**config.mk**
```make
export PLATFORM = sky130hd
export DESIGN_NAME = adc_capture_ctrl
export DESIGN_NICKNAME = d
export VERILOG_FILES = /design/src/rtl/adc_capture_pkg.sv /design/src/rtl/adc_capture_ctrl.sv
export SDC_FILE = /design/constraint.sdc
export NUM_CORES = 1
export LEC_CHECK = 0
export CAP_MARGIN = 20
export CORE_AREA = 5 5 106 108
export DETAILED_ROUTE_END_ITERATION = 16
export DIE_AREA = 0 0 111 113
export HOLD_SLACK_MARGIN = 0.06
export PLACE_DENSITY = 0.85
export SLEW_MARGIN = 10
export SYNTH_ARGS = -nofsm -noshare
export SYNTH_HDL_FRONTEND = slang
export SYNTH_SLANG_ARGS = --single-unit
```
**constraint.sdc**
```tcl
create_clock -name clk -period 2.6 [get_ports clk]
set_input_delay 0.78 -clock clk [delete_from_list [all_inputs] [get_ports clk]]
set_output_delay 0.78 -clock clk [all_outputs]
set_load 0.01 [all_outputs]
```
**src/rtl/adc_capture_pkg.sv**
```systemverilog
// Shared types and constants for the ADC capture sequencer.
package adc_capture_pkg;

    typedef enum logic [1:0] {
        IDLE    = 2'd0,
        ARM     = 2'd1,
        CAPTURE = 2'd2,
        DONE    = 2'd3
    } state_t;

    localparam int DATA_W_DEFAULT = 16;
    localparam int DECIM_W        = 8;

endpackage

```
**src/rtl/adc_capture_ctrl.sv**
```systemverilog
// Armed, counted capture sequencer between the SYZYGY ADC front end and the
// sample FIFO. Single clock domain (adc_data_clk).
// Optional feature macro: ADC_CAPTURE_DECIM_EN adds the decim port and an
// 8-bit decimation counter; without it every qualified sample is eligible.
//
// FIFO handshake: fifo_wr_en is a one-cycle valid strobe with no ready
// return; fifo_prog_full acts as a "not ready" level that is sampled in the
// qualifying cycle. A write registered on that edge is never withdrawn, so a
// sample seen while prog_full is high is dropped (and flagged) instead of
// being stalled.
module adc_capture_ctrl
    import adc_capture_pkg::*;
#(
    parameter int CNT_W  = 24,
    parameter int DATA_W = DATA_W_DEFAULT
) (
    input  logic                clk,
    input  logic                reset,
    input  logic                start,
    input  logic                abort,
    input  logic [CNT_W-1:0]    sample_count,
`ifdef ADC_CAPTURE_DECIM_EN
    input  logic [DECIM_W-1:0]  decim,
`endif
    input  logic                mmcm_locked,
    input  logic                idelay_rdy,
    input  logic                data_valid,
    input  logic [DATA_W-1:0]   adc_data_1,
    input  logic [DATA_W-1:0]   adc_data_2,
    input  logic                fifo_prog_full,
    output logic                fifo_wr_en,
    output logic [2*DATA_W-1:0] fifo_din,
    output logic                busy,
    output logic                done,
    output logic                overrun,
    output logic [CNT_W-1:0]    written,
    output state_t              dbg_state
);

    state_t            state;
    state_t            state_n;
    logic              link_ok;
    logic              accept;
    logic              do_write;
    logic              do_drop;
    logic              decim_tick;
    logic [CNT_W-1:0]  cnt_lat;
    logic [CNT_W-1:0]  written_inc;

    assign link_ok     = mmcm_locked & idelay_rdy & data_valid;
    assign written_inc = written + 1'b1;
    assign busy        = (state == ARM) || (state == CAPTURE);
    assign done        = (state == DONE);
    assign dbg_state   = state;

`ifdef ADC_CAPTURE_DECIM_EN
    logic [DECIM_W-1:0] decim_lat;
    logic [DECIM_W-1:0] decim_cnt;
    logic               qualified;

    // A qualified sample is any CAPTURE cycle with the link up; abort suppresses it.
    assign qualified  = (state == CAPTURE) && link_ok && !abort;
    assign decim_tick = (decim_cnt == '0);

    // Decimation counter: advances on every qualified sample, written or dropped.
    always_ff @(posedge clk) begin
        if (reset) begin
            decim_lat <= '0;
            decim_cnt <= '0;
        end else if (accept) begin
            decim_lat <= decim;
            decim_cnt <= '0;
        end else if (qualified) begin
            decim_cnt <= (decim_cnt == decim_lat) ? '0 : decim_cnt + 1'b1;
        end
    end
`else
    assign decim_tick = 1'b1;
`endif

    // State register.
    always_ff @(posedge clk) begin
        if (reset) begin
            state <= IDLE;
        end else begin
            state <= state_n;
        end
    end

    // Next state plus write/drop/accept decisions for the current cycle.
    always_comb begin
        state_n  = state;
        accept   = 1'b0;
        do_write = 1'b0;
        do_drop  = 1'b0;
        case (state)
            IDLE, DONE: begin
                if (start) begin
                    accept  = 1'b1;
                    state_n = ARM;
                end
            end
            ARM: begin
                if (link_ok && !fifo_prog_full) begin
                    state_n = CAPTURE;
                end
            end
            CAPTURE: begin
                if (link_ok && decim_tick) begin
                    if (fifo_prog_full) begin
                        do_drop = 1'b1;
                    end else begin
                        do_write = 1'b1;
                        // A zero count means continuous capture: never completes.
                        if ((cnt_lat != '0) && (written_inc == cnt_lat)) begin
                            state_n = DONE;
                        end
                    end
                end
            end
            default: state_n = IDLE;
        endcase
        // Abort beats everything, including a simultaneous start.
        if (abort) begin
            state_n  = IDLE;
            accept   = 1'b0;
            do_write = 1'b0;
            do_drop  = 1'b0;
        end
    end

    // Registered FIFO write, written counter and sticky overrun flag.
    always_ff @(posedge clk) begin
        if (reset) begin
            cnt_lat    <= '0;
            written    <= '0;
            overrun    <= 1'b0;
            fifo_wr_en <= 1'b0;
            fifo_din   <= '0;
        end else begin
            fifo_wr_en <= do_write;
            if (accept) begin
                cnt_lat <= sample_count;
                written <= '0;
                overrun <= 1'b0;
            end
            if (do_write) begin
                fifo_din <= {adc_data_1, adc_data_2};
                if (written != '1) begin
                    written <= written_inc;
                end
            end
            if (do_drop) begin
                overrun <= 1'b1;
            end
        end
    end

endmodule

```
Word level (Yosys, flattened, before mapping)
Cells that the tools add are included.

$add $sub $neg: 1. Eq/ne operators: 10. Multiplexer cells: 22. Bitwise logic cells: 2. Reductions and logical operators: 10.

Operator list (count): $mux W24 (3); $add A24 B1 Y24 const B (1); $eq A24 B24 Y1 (1); $ne A24 B24 Y1 const B (1); $reduce_bool A24 Y1 (1); $mux W1 (13); $mux W2 (5); $ne A2 B2 Y1 const B (3); $pmux W2 S3 (1); $reduce_and A5 Y1 (1); $eq A2 B2 Y1 const B (2); $ne A2 B1 Y1 const B (2); $reduce_or A2 Y1 (2); $and A1 B1 Y1 (2); $eq A2 B1 Y1 const B (1); $logic_and A1 B1 Y1 (2); $logic_not A2 Y1 (1); $reduce_bool A2 Y1 (1); $logic_not A1 Y1 (1); $logic_or A1 B1 Y1 (1).

Register bits after elaboration: 84. Bits of input ports: 64. Output and inout bits: 62.

Logic depth before layout (Yosys ltp)
Depth in word-level cells: 7. Depth in mapped cells: 11. Depth with buffers taken out: 10.

Worst setup path after synthesis
Ideal clock, no wire load.

Path kind: reg-to-reg. Start: register written[0]. End: register state[0] (netlist: dbg_state[0]). Setup time: 0.124 ns. Data arrival time: 2.585 ns. Data required time: 2.476 ns. Slack: -0.110 ns. Cell stages (with the launch flop): 11. Path buffers: 1. Period minus slack after synthesis: 2.710 ns. Cells stage by stage: dfxtp_1 -> ha_1 -> clkbuf_1 -> nand4_1 -> nor2_1 -> mux2_2 -> a2111oi_0 -> nand4_1 -> nor4_2 -> a21o_2 -> a211oi_1.

Longest elaborated chain between the ends: 5.

Ends and longest elaborated chain: start: declaration (RTL line adc_capture_ctrl.sv:36) `output logic [CNT_W-1:0] written,`; start signal: assignment (RTL line adc_capture_ctrl.sv:150) `written <= written_inc;`; $add A24 B1 Y24 (RTL line adc_capture_ctrl.sv:51) `assign written_inc = written + 1'b1;`; $eq A24 B24 Y1 (RTL line adc_capture_ctrl.sv:115) `if ((cnt_lat != '0) && (written_inc == cnt_lat)) begin`; $logic_and A1 B1 Y1 (RTL line adc_capture_ctrl.sv:115); $ne A2 B1 Y1 (no line); $reduce_and A5 Y1 (no line); end signal: assignment (RTL line adc_capture_ctrl.sv:86) `state <= state_n;`; end: declaration (RTL line adc_capture_ctrl.sv:40) `state_t state;`.

Every way passes these cells. A chain may end at the register's enable or synchronous reset.

Worst setup path after layout
Start: register state[1] (netlist: dbg_state[1]). End: output busy.

Longest elaborated chain between the ends: 2. Elaborated cells between the ends (all ways): 3. Those cells by class: 2 x eq/ne; 1 x reduce/logical.

Ends and longest elaborated chain: $eq A2 B1 Y1 or $eq A2 B2 Y1 (tied branches) (RTL line adc_capture_ctrl.sv:52) `assign busy = (state == ARM) || (state == CAPTURE);`; $logic_or A1 B1 Y1 (*) (RTL line adc_capture_ctrl.sv:52); end: declaration (RTL line adc_capture_ctrl.sv:33) `output logic busy,`.

Mark *: on every way between the ends. The rest lies on a longest branch, timed or not.

==> key figures <==
Global routing
  – Vias in the first global route: 4441
  – Pin count of the biggest net entering global routing: 37
  – Tot GR Track Use: 21.0%
  – Initial antenna violation count: 0
  – First-pass GRT wire length: 21700 µm
  – GR Overflow Total: 0

Place
  – Number of port buffers: 125
  – Routability cong.: 0.968
  – HPWL after detailed placement: 10600 µm

Worst setup path
  – Worst reg2reg path depth: 10
  – CP required: 1.82 ns
  – RR Startpoint: written[1]
  – Worst path arrival time: 1.76 ns
  – Worst Setup Start Kind: flip-flop
  – CP Max Fanout: 5
  – R2r setup slk: 0.13 ns
  – CP Capture Type: output pin
  – FF-to-FF End: dbg_state[0]
  – Critical path class: flip-flop to output pin

Routing
  – Vias: 4654
  – Drt initial violations: 433
  – Number of routed nets with antenna violations: 0
  – Routed len/inst: 16.2 µm
  – Detailed Routing Iterations Pass 1: 5
  – Residual DRC: 0
  – DRT Wirelength: 13700 µm
  – Via/cell ratio: 5.48

Floorplanning
  – Core area: 10100 µm²
  – Die ar.: 12500 µm²
  – IO Pins: 126
  – Starting Density: 41.6%
  – Chip Height: 113 µm
  – Placement Rows: 37
  – Die width: 111 µm

Worst hold path
  – Hold path start: fifo_din[15]
  – Hold path cells: 2
  – Hold Path Class: flip-flop to flip-flop
  – Hold Path Sink: fifo_din[15]

Power and ir drop
  – PwrDens: 419 nW/µm²
  – Worst vdd ir: 0.243 mV
  – Leak: 2.16 nW
  – Final Power: 0.00257 W

Clocking
  – Total CTS buffers: 9
  – Sink Count: 84
  – CTS H-tree lvls: 3
  – Clk_lat worst skew: 0.37 ns
  – Post-CTS setup buffer count: 0
  – Clock buffer depth: 2
  – Worst-path clk slew: 0.09 ns
  – CTS tree: yes
  – CTS Root Cell: clkbuf_8

Synth
  – Sequential fraction of the synthesis area: 39.9%
  – Avg Cell Area, Syn: 7.49 µm²
  – Syn nets: 632
  – Synthesized instance count: 563
  – Netlist cell types: 52
  – Warnings from Yosys: 0
  – Synthesized cell area: 4220 µm²
  – Post-synth EDFFs: 0
  – Ys flop type: dfxtp_1
  – Async SR Flop Fraction: 0%
  – Synthesized flop and latch total: 84

Timing
  – Worst-Margin Slew: 0.632 ns
  – Final Slew Violations: 0
  – Fmax: 394 MHz
  – Worst slew margin relative to its limit: 57.9%
  – Final period util: 97.6%
  – Fin. Hold Viols: 0
  – Count of final setup violators: 0
  – Min Tclk post-route: 2.54 ns
  – Final hold slack: 0.460 ns
  – Skew final: 0.00825 ns

Cells and area
  – Layout net count: 778
  – # diodes: 0
  – Finished Core Util: 60.6%
  – Area Overhead vs Synth: 45.8%
  – Ratio of cells with drive above 1 in the final layout: 13.9%

Flow run
  – Max_cap viols: 0

Status
  – Status: finished clean
==> worst max path at each step <==
stage | from | endpoint | slack, ns | depth (start not counted)
detailed placement | fifo_prog_full | dbg_state[0] | -0.44 | 9
floorplan | written[1] | dbg_state[0] | 0.07 | 10
global placement | fifo_prog_full | dbg_state[0] | -0.29 | 9
global route | fifo_prog_full | dbg_state[0] | -0.02 | 9
CTS | written[1] | written[6] | 0.05 | 9
finish | dbg_state[1] | busy | 0.06 | 3
==> cell families (layout without fill, tap and decap cells) <==
family | after synthesis | count (layout) | share of synthesized area (%)
adder cells (fa/ha/maj) | 5 | 5 | 1.48
AND/OR/NAND/NOR | 260 | 260 | 29.4
XOR/XNOR | 34 | 34 | 7.06
AO/OA/AOI/OAI | 134 | 134 | 17.5
flip-flops | 84 | 84 | 39.9
buffers and inverters | 45 | 196 | 4.42
multiplexers | 1 | 1 | 0.267
==> stage by stage <==
step,instance area [µm²],setup slack (ns),TNS [ns],instances
final,6150,0.0629,0,850
after global routing,6150,-0.0166,-0.0166,850
after CTS,6070,0.0453,0,850
after detailed placement,5860,-0.440,-6.32,834
after global placement,5860,-0.290,-3.99,834
after floorplan,4240,0.0725,0,563
==> per-layer routing <==
layer  GRT usage, %  routed length, µm  share of wire [%]
met2           35.4               6690                 49
met1           26.7               5720                 42
met3           3.48                966                7.0
met4           9.03                371                2.7
met5              0                  0                  0
==> area by class of cell <==
class	instances	area, µm²
multi-input cells	434	2470
fillers	878	3990
well taps	136	170
inverters	6	22.5
clock inverters	7	60.1
clock buffers	9	124
repair buffers	174	1610
flip-flops and latches	84	1690
==> report_power, final <==
group          total [W]  internal, W  switching (W)
combinational   0.000356     0.000191       0.000165
clock           0.000878     0.000359       0.000519
sequential       0.00134      0.00131      0.0000299
==> registers in the layout, summed over array words and instances, names as in the netlist <==
register    cells
cnt_lat        24
fifo_din       32
overrun         1
written        24
dbg_state       2
fifo_wr_en      1
==> cells in the mapped netlist, types with 5 or more instances <==
| master | n | area (µm²) |
|---|---|---|
| a21oi_1 | 88 | 440 |
| and3_1 | 6 | 37.5 |
| a211oi_1 | 7 | 52.6 |
| dfxtp_1 | 84 | 1680 |
| clkbuf_1 | 31 | 116 |
| nor4_1 | 12 | 75.1 |
| nand2_1 | 128 | 480 |
| nor2_1 | 38 | 143 |
| o21ai_0 | 25 | 125 |
| ha_1 | 5 | 62.6 |
| nor2b_1 | 6 | 37.5 |
| nor3_1 | 8 | 40.0 |
| xor2_1 | 9 | 78.8 |
| inv_1 | 6 | 22.5 |
| nand4_1 | 11 | 68.8 |
| xnor2_1 | 25 | 219 |
| nand3_1 | 13 | 65.1 |
==> worst max-delay path, cell delays in order, from the launching register on <==
cell and delay, ns:
dfxtp_1 0.44, ha_1 0.32, inv_1 0.07, clkdlybuf4s50_1 0.56
==> placed cells by master, fill, tap and decap left out, types with 3 or more instances in the layout <==
cell and count:
nor3_1 8, clkinvlp_4 3, nand4b_1 3, nand4_1 11, nor4_1 10, and4_2 3
nor2_2 3, buf_4 49, nor2b_1 6, xnor2_1 25, ha_1 4, xor2_1 9
a21oi_1 87, and3_1 6, and2_1 4, nand2b_1 3, and4_1 3, a211oi_1 6
inv_1 6, clkdlybuf4s50_1 124, or3_1 3, clkbuf_8 9, nand3_1 12, nand3b_1 3
dfxtp_1 81, o21ai_0 24, nand2_1 128, nor2_1 35
==> timing repair <==
| item | in CTS | in global routing |
|---|---|---|
| gates resized for setup | 4 | 18 |
| pin swaps | 2 | 0 |
| hold buffers | 0 | 0 |
| setup endpoints to repair | 2 | 23 |
(Power assumes the default switching activity.)
